==> src/rtl/rom_block_reader.sv <==
// ROM-to-memory block copier: drives the boot ROM's async read port, waits the
// access time, then writes each byte over a strobe/ack handshake.
module rom_block_reader #(
  parameter int unsigned WAIT_CYC = 3,
  parameter int unsigned LEN_W    = 14
) (
  input  logic             clk,
  input  logic             rst_n,
  input  logic             start,
  input  logic [15:0]      src_addr,
  input  logic [15:0]      dst_addr,
  input  logic [LEN_W-1:0] length,
  output logic             busy,
  output logic             done,
  output logic [15:0]      rom_addr,
  output logic             rom_ce_n,
  input  logic [7:0]       rom_data,
  output logic [15:0]      wr_addr,
  output logic [7:0]       wr_data,
  output logic             wr_stb,
  input  logic             wr_ack
);

  typedef enum logic [1:0] {StIdle, StRead, StWrite, StDone} state_e;

  localparam logic [3:0] WaitInit = 4'(WAIT_CYC);

  state_e           state_q, state_d;
  logic [3:0]       wait_q, wait_d;
  logic [15:0]      src_q, src_d;
  logic [15:0]      dst_q, dst_d;
  logic [LEN_W-1:0] rem_q, rem_d;
  logic             busy_q, busy_d;
  logic             done_q, done_d;
  logic             ce_n_q, ce_n_d;
  logic             stb_q, stb_d;
  logic [15:0]      rom_addr_q, rom_addr_d;
  logic [15:0]      wr_addr_q, wr_addr_d;
  logic [7:0]       wr_data_q, wr_data_d;

  always_comb begin
    state_d    = state_q;
    wait_d     = wait_q;
    src_d      = src_q;
    dst_d      = dst_q;
    rem_d      = rem_q;
    busy_d     = busy_q;
    done_d     = 1'b0;
    ce_n_d     = ce_n_q;
    stb_d      = stb_q;
    rom_addr_d = rom_addr_q;
    wr_addr_d  = wr_addr_q;
    wr_data_d  = wr_data_q;

    unique case (state_q)
      StIdle: begin
        if (start) begin
          src_d = src_addr;
          dst_d = dst_addr;
          rem_d = length;
          if (length != '0) begin
            state_d    = StRead;
            wait_d     = WaitInit;
            busy_d     = 1'b1;
            ce_n_d     = 1'b0;
            rom_addr_d = src_addr;
          end else begin
            state_d = StDone;
            done_d  = 1'b1;
          end
        end
      end
      StRead: begin
        if (wait_q == 4'd0) begin
          // ROM access time has elapsed: capture the byte and release the ROM
          wr_data_d = rom_data;
          ce_n_d    = 1'b1;
          stb_d     = 1'b1;
          wr_addr_d = dst_q;
          state_d   = StWrite;
        end else begin
          wait_d = wait_q - 4'd1;
        end
      end
      StWrite: begin
        if (wr_ack) begin
          src_d = src_q + 16'd1;
          dst_d = dst_q + 16'd1;
          rem_d = rem_q - LEN_W'(1);
          stb_d = 1'b0;
          if (rem_d == '0) begin
            state_d = StDone;
            done_d  = 1'b1;
            busy_d  = 1'b0;
          end else begin
            state_d    = StRead;
            wait_d     = WaitInit;
            ce_n_d     = 1'b0;
            rom_addr_d = src_q + 16'd1;
          end
        end
      end
      StDone: begin
        state_d = StIdle;
      end
      default: begin
        state_d = StIdle;
      end
    endcase
  end

  always_ff @(posedge clk or negedge rst_n) begin
    if (!rst_n) begin
      state_q    <= StIdle;
      wait_q     <= 4'd0;
      src_q      <= 16'h0000;
      dst_q      <= 16'h0000;
      rem_q      <= '0;
      busy_q     <= 1'b0;
      done_q     <= 1'b0;
      ce_n_q     <= 1'b1;
      stb_q      <= 1'b0;
      rom_addr_q <= 16'h0000;
      wr_addr_q  <= 16'h0000;
      wr_data_q  <= 8'h00;
    end else begin
      state_q    <= state_d;
      wait_q     <= wait_d;
      src_q      <= src_d;
      dst_q      <= dst_d;
      rem_q      <= rem_d;
      busy_q     <= busy_d;
      done_q     <= done_d;
      ce_n_q     <= ce_n_d;
      stb_q      <= stb_d;
      rom_addr_q <= rom_addr_d;
      wr_addr_q  <= wr_addr_d;
      wr_data_q  <= wr_data_d;
    end
  end

  assign busy     = busy_q;
  assign done     = done_q;
  assign rom_ce_n = ce_n_q;
  assign rom_addr = rom_addr_q;
  assign wr_stb   = stb_q;
  assign wr_addr  = wr_addr_q;
  assign wr_data  = wr_data_q;

endmodule
==> config.mk <==
export PLATFORM = sky130hd
export DESIGN_NAME = rom_block_reader
export DESIGN_NICKNAME = d
export VERILOG_FILES = /design/src/rtl/rom_block_reader.sv
export SDC_FILE = /design/constraint.sdc
export NUM_CORES = 1
export LEC_CHECK = 0
export CORE_MARGIN = 2
export CORE_UTILIZATION = 31
export CTS_CLUSTER_DIAMETER = 80
export CTS_CLUSTER_SIZE = 16
export DETAILED_ROUTE_END_ITERATION = 6
export SLEW_MARGIN = 40
export SYNTH_ARGS = -nofsm -noshare
export SYNTH_HDL_FRONTEND = slang
export SYNTH_SLANG_ARGS = --single-unit
==> constraint.sdc <==
create_clock -name clk -period 2.3 [get_ports clk]
set_input_delay 0.46 -clock clk [delete_from_list [all_inputs] [get_ports clk]]
set_output_delay 0.46 -clock clk [all_outputs]
set_load 0.01 [all_outputs]
* Word-level counts from Yosys, hierarchy flattened
Index checks and enable logic that the tools add are counted.
** Word-level totals
- Register bits after elaboration :: 96
- Input port bits :: 58
- Output and inout bits :: 44
** Cells by class
- $add $sub $neg :: 4
- Eq/ne operators :: 10
- Muxes and demuxes :: 44
- Reduce and logical (&&, ||, !) cells :: 15
** Operators with widths (number)
- $mux 16 :: 8
- $pmux 16 s2 :: 3
- $add 16x1->16 const B :: 2
- $mux 14 :: 2
- $pmux 14 s2 :: 1
- $mux 4 :: 5
- $logic_not 14->1 :: 1
- $mux 1 :: 14
- $ne 2x2->1 const B :: 7
- $reduce_bool 14->1 :: 1
- $sub 14x1->14 const B :: 1
- $pmux 4 s3 :: 1
- $reduce_and 6->1 :: 2
- $mux 2 :: 5
- $reduce_and 5->1 :: 2
- $reduce_and 3->1 :: 3
- $pmux 2 s4 :: 1
- $pmux 1 s2 :: 3
- $eq 2x2->1 const B :: 2
- $logic_not 4->1 :: 1
- $reduce_bool 2->1 :: 2
- $sub 4x1->4 const B :: 1
- $pmux 1 s3 :: 1
- $reduce_bool 3->1 :: 1
- 3 further kinds :: 3

* Longest topological paths before layout
Gate-level depths: netlist (run 1).
- Depth in word-level cells :: 5
- Mapped depth :: 10

* Worst setup path after synthesis (run 1)
No wires, ideal clock.
- Path kind :: reg2reg
- Start :: register rem_q[0]
- End :: register rom_addr_q[10] (netlist: rom_addr[10])
- Data arrival time :: 2.386 ns
- Data required time :: 2.175 ns
- Slack :: -0.211 ns
- Cell stages (with the launch flop) :: 11
- Buffers on the path :: 2
- Period minus slack after synthesis :: 2.511 ns
- Path through :: dfrtp_1 > inv_1 > ha_1 > nand2b_1 > buf_2 > nor4b_1 > o21ai_1 > a2111oi_4 > a21oi_4 > buf_6 > mux2_4
** On the way
- Longest elaborated chain between the ends :: 4
** RTL lines
- from (decl) :: RTL line 32 : logic [LEN_W-1:0] rem_q, rem_d;
- from (signal assigned) :: RTL line 131 : rem_q <= rem_d;
- $sub 14x1->14 :: RTL line 89 : rem_d = rem_q - LEN_W'(1);
- $logic_not 14->1 :: RTL line 91 : if (rem_d == '0) begin
- $ne 2x2->1 (no line)
- $reduce_and 5->1 (no line)
- to (signal assigned) :: RTL line 136 : rom_addr_q <= rom_addr_d;
- to (decl) :: RTL line 37 : logic [15:0] rom_addr_q, rom_addr_d;
No other way between the ends.
A chain may end at the register's enable or synchronous reset.

* Worst setup path after layout (run 1)
- Start :: register rem_q[6]
- End :: register rom_addr_q[8] (netlist: rom_addr[8])
The elaborated chain is that of the path after synthesis.

==> impl_metrics.env, run 1 <==
export IMPL_status="finished, violations left"
export IMPL_violations="negative setup slack"
export IMPL_min_period_ps=2550
export IMPL_worst_pin_slew_ps=526
export IMPL_tritoncts="built"
export IMPL_crit_top_cell="buf_6"
export IMPL_seq_area_frac_synth_pct=47.2
export IMPL_setup_violations_final=23
export IMPL_cts_buffers=9
export IMPL_h_tree_depth=3
export IMPL_synth_edf_count=0
export IMPL_arrival_ps=2790
export IMPL_vias_per_cell=5.14
export IMPL_dpl_cell_count=858
export IMPL_dominantRegCellSynth="dfrtp_1"
export IMPL_drc=0
export IMPL_finalCritPeriodShare_pct=111
export IMPL_muxShareOfSynthArea_pct=11.1
export IMPL_track_usage_pct=17.3
export IMPL_placementRows=46
export IMPL_synth_top_family_by_area="compound AO/OA/AOI/OAI gates"
export IMPL_floorplan_initialDensity_pct=31.8
export IMPL_worstPathRequired_ps=2530
export IMPL_pin_count=102
export IMPL_gp_congestion=0.826
export IMPL_diodes=0
export IMPL_grt_overflow_total=0
export IMPL_fin_area_mm2=0.00720
export IMPL_chipWidth_um=132
export IMPL_layout_setup_ws_ps=-253
export IMPL_drt_wl_total_um=14800
export IMPL_relSlewSlack_pct=64.9
export IMPL_ys_seq_elements=96
export IMPL_syn_avg_cell_area_um2=9.67
export IMPL_cap_viol_max_count=0
export IMPL_cts_root_buffer="clkbuf_16"
export IMPL_hp_class="in2async"
export IMPL_fin_skew_ps=6.57
export IMPL_instances_no_fill=885
export IMPL_hold_slack_ps=89.7
export IMPL_crit_chain="buf_6 > or4_4 > nor3_4 > a22oi_2 > a2111oi_4 > buf_6 > a21oi_4 > buf_12 > mux2_4"
export IMPL_drv_slew=0
export IMPL_fmax_mhz=392
export IMPL_power_leakage_nw=2.88
export IMPL_dr_pass1_iters=5
export IMPL_yosysWarnings=0
export IMPL_start_kind="register"
export IMPL_drtIter0Drc=311
export IMPL_ys_async_sr_fraction_pct=100
export IMPL_setup_worst_path_end_class="register"
export IMPL_first_global_vias=4686
export IMPL_syn_area_mm2=0.00509
export IMPL_finalHoldViolCount=0
export IMPL_cpLargestDelayFamily="simple AND/OR/NAND/NOR gates"
export IMPL_dp_hpwl_um=10200
export IMPL_grt_pass1_wl_um=24300
export IMPL_timing_critical_path_buf_inv=3
export IMPL_die_h_um=132
export IMPL_area_growth_pct=41.3
export IMPL_cts_num_sinks=96
export IMPL_dr_total_vias=4552
export IMPL_synth_cells=527
export IMPL_synthXorXnorAreaFrac_pct=2.58
export IMPL_rsz0062_at_grt="true"
export IMPL_place_area_mm2=0.00662
export IMPL_insertion_delay_ps=350
export IMPL_yosysUniqueCellTypes=58
export IMPL_fin_nets=727
export IMPL_core_mm2=0.0160
export IMPL_grt_start_max_net_pins=43
export IMPL_ant_nets=0
export IMPL_setup_worst_path_class="reg2reg"
export IMPL_fillers=1525
export IMPL_drive_above_1_share_pct=21.1
export IMPL_io_buffers=101
export IMPL_die_area_mm2=0.0175
export IMPL_finish_utilization_pct=45.0
export IMPL_worstPathMaxFanout=5
export IMPL_synth_nets=590
export IMPL_clock_path_buffers=2
export IMPL_cp_slowest_stage_delay_ps=540
export IMPL_synthAdderAreaFrac_pct=1.23
export IMPL_ir_worst_vdd_mv=0.555
export IMPL_clk_pin_slew_worst_paths_ps=60
export IMPL_wl_per_cell_um=16.7
export IMPL_power_density_mw_per_mm2=1290
export IMPL_cp_slowest_cell="or4_4"
export IMPL_antenna_found_initial=0
export IMPL_synth_compound_area_share_pct=18.3
export IMPL_synthSimpleGateAreaFrac_pct=16.1
==> cells by family (layout without fill, tap and decap cells) <==
kind of cell,count (synthesis),after routing
and+or+nand+nor,162,162
buffers and inverters,45,186
muxes,48,48
DFF,96,96
adders and majority gates,5,5
AOI/OAI and AO/OA,156,157
xor gates and xnor gates,15,15
==> metrics by stage <==
| stage | total power [W] | setup WS, ps | setup TNS [ps] |
|---|---|---|---|
| floorplan | 0.00539 | -186 | -1520 |
| global placement | 0.00715 | -300 | -4640 |
| detailed placement | 0.00724 | -380 | -6440 |
| CTS | 0.00923 | -226 | -3610 |
| global route | 0.00992 | -348 | -6170 |
| finish | 0.00929 | -253 | -3430 |
==> power by group <==
part	leakage [nW]	internal [W]	switching [W]
logic	1.60	0.00228	0.00198
clock network	0.173	0.00117	0.000656
registers	1.11	0.00252	0.000681
==> routing by layer <==
metal / up-vias / track usage [%] / share of wire, %
met2: 94 / 28.9 / 49
met1: 2250 / 22.7 / 46
met5: - / 0 / 0
li1: 2195 / - / -
met4: 0 / 5.44 / 1.4
met3: 13 / 3.27 / 4.0
==> layout by cell type (no fill, tap or decap), types with 3 or more instances in the layout <==
cell | netlist | layout
bufinv_16 | 0 | 4
nor3_1 | 8 | 7
mux2i_1 | 6 | 6
mux2_2 | 34 | 34
and4_1 | 3 | 3
a31oi_1 | 9 | 9
buf_4 | 0 | 47
buf_12 | 0 | 3
o32ai_1 | 4 | 4
mux2_4 | 8 | 8
nor4_1 | 6 | 6
nor2b_1 | 4 | 3
o22ai_1 | 18 | 18
nand2_1 | 54 | 54
clkdlybuf4s50_1 | 0 | 100
a21oi_1 | 63 | 61
nand4_1 | 9 | 9
buf_6 | 1 | 6
xor2_1 | 9 | 8
nand3_1 | 18 | 17
ha_1 | 5 | 3
inv_1 | 13 | 11
clkbuf_16 | 0 | 10
nor2_1 | 30 | 29
o22a_1 | 4 | 4
dfrtp_1 | 95 | 95
o21ai_0 | 38 | 37
nand2b_1 | 9 | 9
xnor2_1 | 6 | 6
==> cell type report <==
class	count	area, µm²	share of cell area [%]
sequential	96	2400	33.4
tap	216	270	3.76
clock inverter	6	133	1.84
timing repair buffer	157	1510	20.9
clock buffer	10	229	3.18
multi-input combinational	387	2610	36.2
inverter	13	48.8	0.678
==> worst paths after layout <==
kind / slack [ps] / end / depth (start not counted) / startpoint
max: -250 / rom_addr[8]$_DFFE_PN0P_ / 9 / rem_q[6]$_DFFE_PN0P_
min: 90 / rom_addr[10]$_DFFE_PN0P_ / 1 / rst_n
max reg2reg: -250 / rom_addr[8]$_DFFE_PN0P_ / 9 / rem_q[6]$_DFFE_PN0P_
min reg2reg: 480 / rom_ce_n$_DFFE_PN1P_ / 2 / rom_ce_n$_DFFE_PN1P_
max in group asynchronous: 1480 / rom_ce_n$_DFFE_PN1P_ / 2 / rst_n
min in group clk: 480 / rom_ce_n$_DFFE_PN1P_ / 2 / rom_ce_n$_DFFE_PN1P_
==> timing repair <==
item,CTS,global route
gates cloned,1,1
resized for setup,12,10
setup endpoints to repair,24,26
pin swaps,7,7
setup buffers,7,3
hold buffers,0,0
==> worst register-to-register path: stages, from the launching register on <==
cell and delay, ps:
dfrtp_1 390, buf_6 130, or4_4 540, nor3_4 170, a22oi_2 130, a2111oi_4 340
buf_6 180, a21oi_4 90, buf_12 170, mux2_4 300
==> registers in the layout, summed over array words and instances, names as in the netlist <==
name,count
dst_q,16
rom_addr,16
src_q,16
wr_addr,16
rem_q,14
wr_data,8
wait_q,4
state_q,2
busy,1
done,1
rom_ce_n,1
wr_stb,1
==> cells in the mapped netlist (2+ instances only) <==
library cell | count | area (µm²)
o2bb2ai_1 | 2 | 17.5
nand2b_1 | 9 | 56.3
xnor2_1 | 6 | 52.6
o22ai_1 | 18 | 113
ha_1 | 5 | 62.6
a21oi_1 | 63 | 315
mux2i_1 | 6 | 60.1
nor4b_1 | 2 | 17.5
mux2_4 | 8 | 120
nor4_1 | 6 | 37.5
and2_1 | 2 | 12.5
o21ai_0 | 38 | 190
a31oi_1 | 9 | 56.3
a211oi_1 | 2 | 15.0
o32ai_1 | 4 | 35.0
o22a_1 | 4 | 35.0
and4_1 | 3 | 26.3
xor2_1 | 9 | 78.8
a31o_2 | 2 | 17.5
buf_2 | 3 | 15.0
o31ai_1 | 2 | 15.0
inv_1 | 13 | 48.8
nand2_1 | 54 | 203
clkbuf_1 | 27 | 101
or3_1 | 2 | 12.5
nor2b_1 | 4 | 25.0
mux2_2 | 34 | 383
o211ai_1 | 2 | 15.0
and3_1 | 2 | 12.5
nand3_1 | 18 | 90.1
nor3_1 | 8 | 40.0
nand4_1 | 9 | 56.3
or2_2 | 2 | 12.5
nor2_1 | 30 | 113
o21a_1 | 2 | 15.0
dfrtp_1 | 95 | 2380
No activity file was read; power rests on OpenSTA's default activity.
==> run 2: changes to the inputs <==
CORE_UTILIZATION = 35   (was 31)
==> impl_metrics.env, run 2 (same netlist as run 1, synthesis figures left out) <==
export IMPL_ant_nets=0
export IMPL_chipWidth_um=125
export IMPL_dr_pass1_iters=5
export IMPL_diodes=0
export IMPL_pin_count=102
export IMPL_setup_worst_path_end_class="register"
export IMPL_die_h_um=125
export IMPL_relSlewSlack_pct=67.7
export IMPL_drv_slew=0
export IMPL_wl_per_cell_um=17.1
export IMPL_drive_above_1_share_pct=21.2
export IMPL_fmax_mhz=401
export IMPL_finish_utilization_pct=49.5
export IMPL_status="finished, violations left"
export IMPL_cts_buffers=9
export IMPL_drt_wl_total_um=14600
export IMPL_cts_root_buffer="clkbuf_16"
export IMPL_start_kind="register"
export IMPL_fin_nets=728
export IMPL_dr_total_vias=4649
export IMPL_drc=0
export IMPL_area_growth_pct=39.6
export IMPL_ir_worst_vdd_mv=0.555
export IMPL_h_tree_depth=3
export IMPL_worstPathMaxFanout=8
export IMPL_clock_path_buffers=2
export IMPL_arrival_ps=2740
export IMPL_grt_pass1_wl_um=23900
export IMPL_final_common_cell="clkdlybuf4s50_1"
export IMPL_gp_congestion=0.873
export IMPL_finalCritPeriodShare_pct=109
export IMPL_core_mm2=0.0144
export IMPL_drtIter0Drc=319
export IMPL_instances_no_fill=854
export IMPL_io_buffers=101
export IMPL_first_global_vias=4656
export IMPL_vias_per_cell=5.44
export IMPL_floorplan_initialDensity_pct=35.4
export IMPL_tritoncts="built"
export IMPL_grt_overflow_total=0
export IMPL_fin_skew_ps=8.22
export IMPL_min_period_ps=2500
export IMPL_cap_viol_max_count=0
export IMPL_placementRows=44
export IMPL_worstPathRequired_ps=2540
export IMPL_dpl_cell_count=824
export IMPL_hp_class="in2async"
export IMPL_setup_violations_final=24
export IMPL_layout_setup_ws_ps=-196
export IMPL_power_leakage_nw=2.86
export IMPL_grt_start_max_net_pins=64
export IMPL_violations="negative setup slack"
export IMPL_worst_pin_slew_ps=484
export IMPL_rsz0062_at_grt="true"
export IMPL_clk_pin_slew_worst_paths_ps=70
export IMPL_final_cell_mix="clkdlybuf4s50_1, dfrtp_1, a21oi_1"
export IMPL_hold_slack_ps=455
export IMPL_die_area_mm2=0.0155
export IMPL_cts_num_sinks=96
export IMPL_insertion_delay_ps=360
export IMPL_dp_hpwl_um=10000
export IMPL_setup_worst_path_class="reg2reg"
export IMPL_dp_slack_ps=-331
export IMPL_finalHoldViolCount=0
export IMPL_power_density_mw_per_mm2=1290
export IMPL_antenna_found_initial=0
export IMPL_track_usage_pct=19.2
[run 2: path summary, 6_finish.rpt]
check                                startpoint                        to  slack (ps)  cells past startpoint
max                        rem_q[1]$_DFFE_PN0P_  rom_addr[14]$_DFFE_PN0P_        -200                     10
max in group asynchronous                 rst_n    wr_data[1]$_DFFE_PN0P_        1240                      3
min                                       rst_n     rem_q[10]$_DFFE_PN0P_         450                      2
min reg2reg                rom_ce_n$_DFFE_PN1P_      rom_ce_n$_DFFE_PN1P_         470                      2
min in group clk           rom_ce_n$_DFFE_PN1P_      rom_ce_n$_DFFE_PN1P_         470                      2
max reg2reg                rem_q[1]$_DFFE_PN0P_  rom_addr[14]$_DFFE_PN0P_        -200                     10
[run 2: cell type report]
class | count | area (µm²)
flip-flops and latches | 96 | 2400
clock inverters | 7 | 104
multi-input cells | 388 | 2620
inverters | 13 | 48.8
well taps | 184 | 230
repair buffers | 157 | 1480
clock buffers | 9 | 225
fillers | 1356 | 7260
[run 2: metal layers]
layer,share of wire (%),track usage (%)
met5,0,0
met3,3.4,2.49
met2,51,32.6
met4,2.3,7.60
met1,44,24.8
[run 2: worst max-delay path, stage by stage (launching register included)]
cell and delay (ps):
dfrtp_1 400, inv_2 90, ha_4 140, buf_6 90
or4bb_1 370, mux2i_1 190, a22oi_2 140, a2111oi_4 350
buf_6 190, a21oi_4 120, mux2_4 310
[run 2: what timing repair did]
item / CTS / global route
hold buffers: 1 / 0
setup buffers: 10 / 0
hold endpoints to repair: 5 / 0
setup endpoints to repair: 22 / 26
resized for setup: 18 / 5
pin swaps: 12 / 3
cloned: 3 / 0
[run 2: through the flow]
| step | cell area (µm²) | TNS, ps | power, W |
|---|---|---|---|
| 2_1_floorplan | 5100 | -1520 | 0.00539 |
| 3_3_place_gp | 6570 | -3770 | 0.00710 |
| 3_5_place_dp | 6570 | -4780 | 0.00719 |
| 4_1_cts | 7090 | -1850 | 0.00917 |
| 5_1_grt | 7110 | -5880 | 0.00977 |
| 6_report | 7110 | -3460 | 0.00914 |
[run 2: power breakdown]
| part | internal (W) | total [W] | switching, W |
|---|---|---|---|
| combinational | 0.00229 | 0.00424 | 0.00195 |
| clock | 0.000966 | 0.00166 | 0.000697 |
| sequential | 0.00252 | 0.00324 | 0.000714 |
==> run 3: changes to the inputs <==
CTS_BUF_LIST = sky130_fd_sc_hd__clkbuf_16   (was unset)
==> results of run 3 <==
No change in the layout: final DEF, timing and power equal those of run 2.
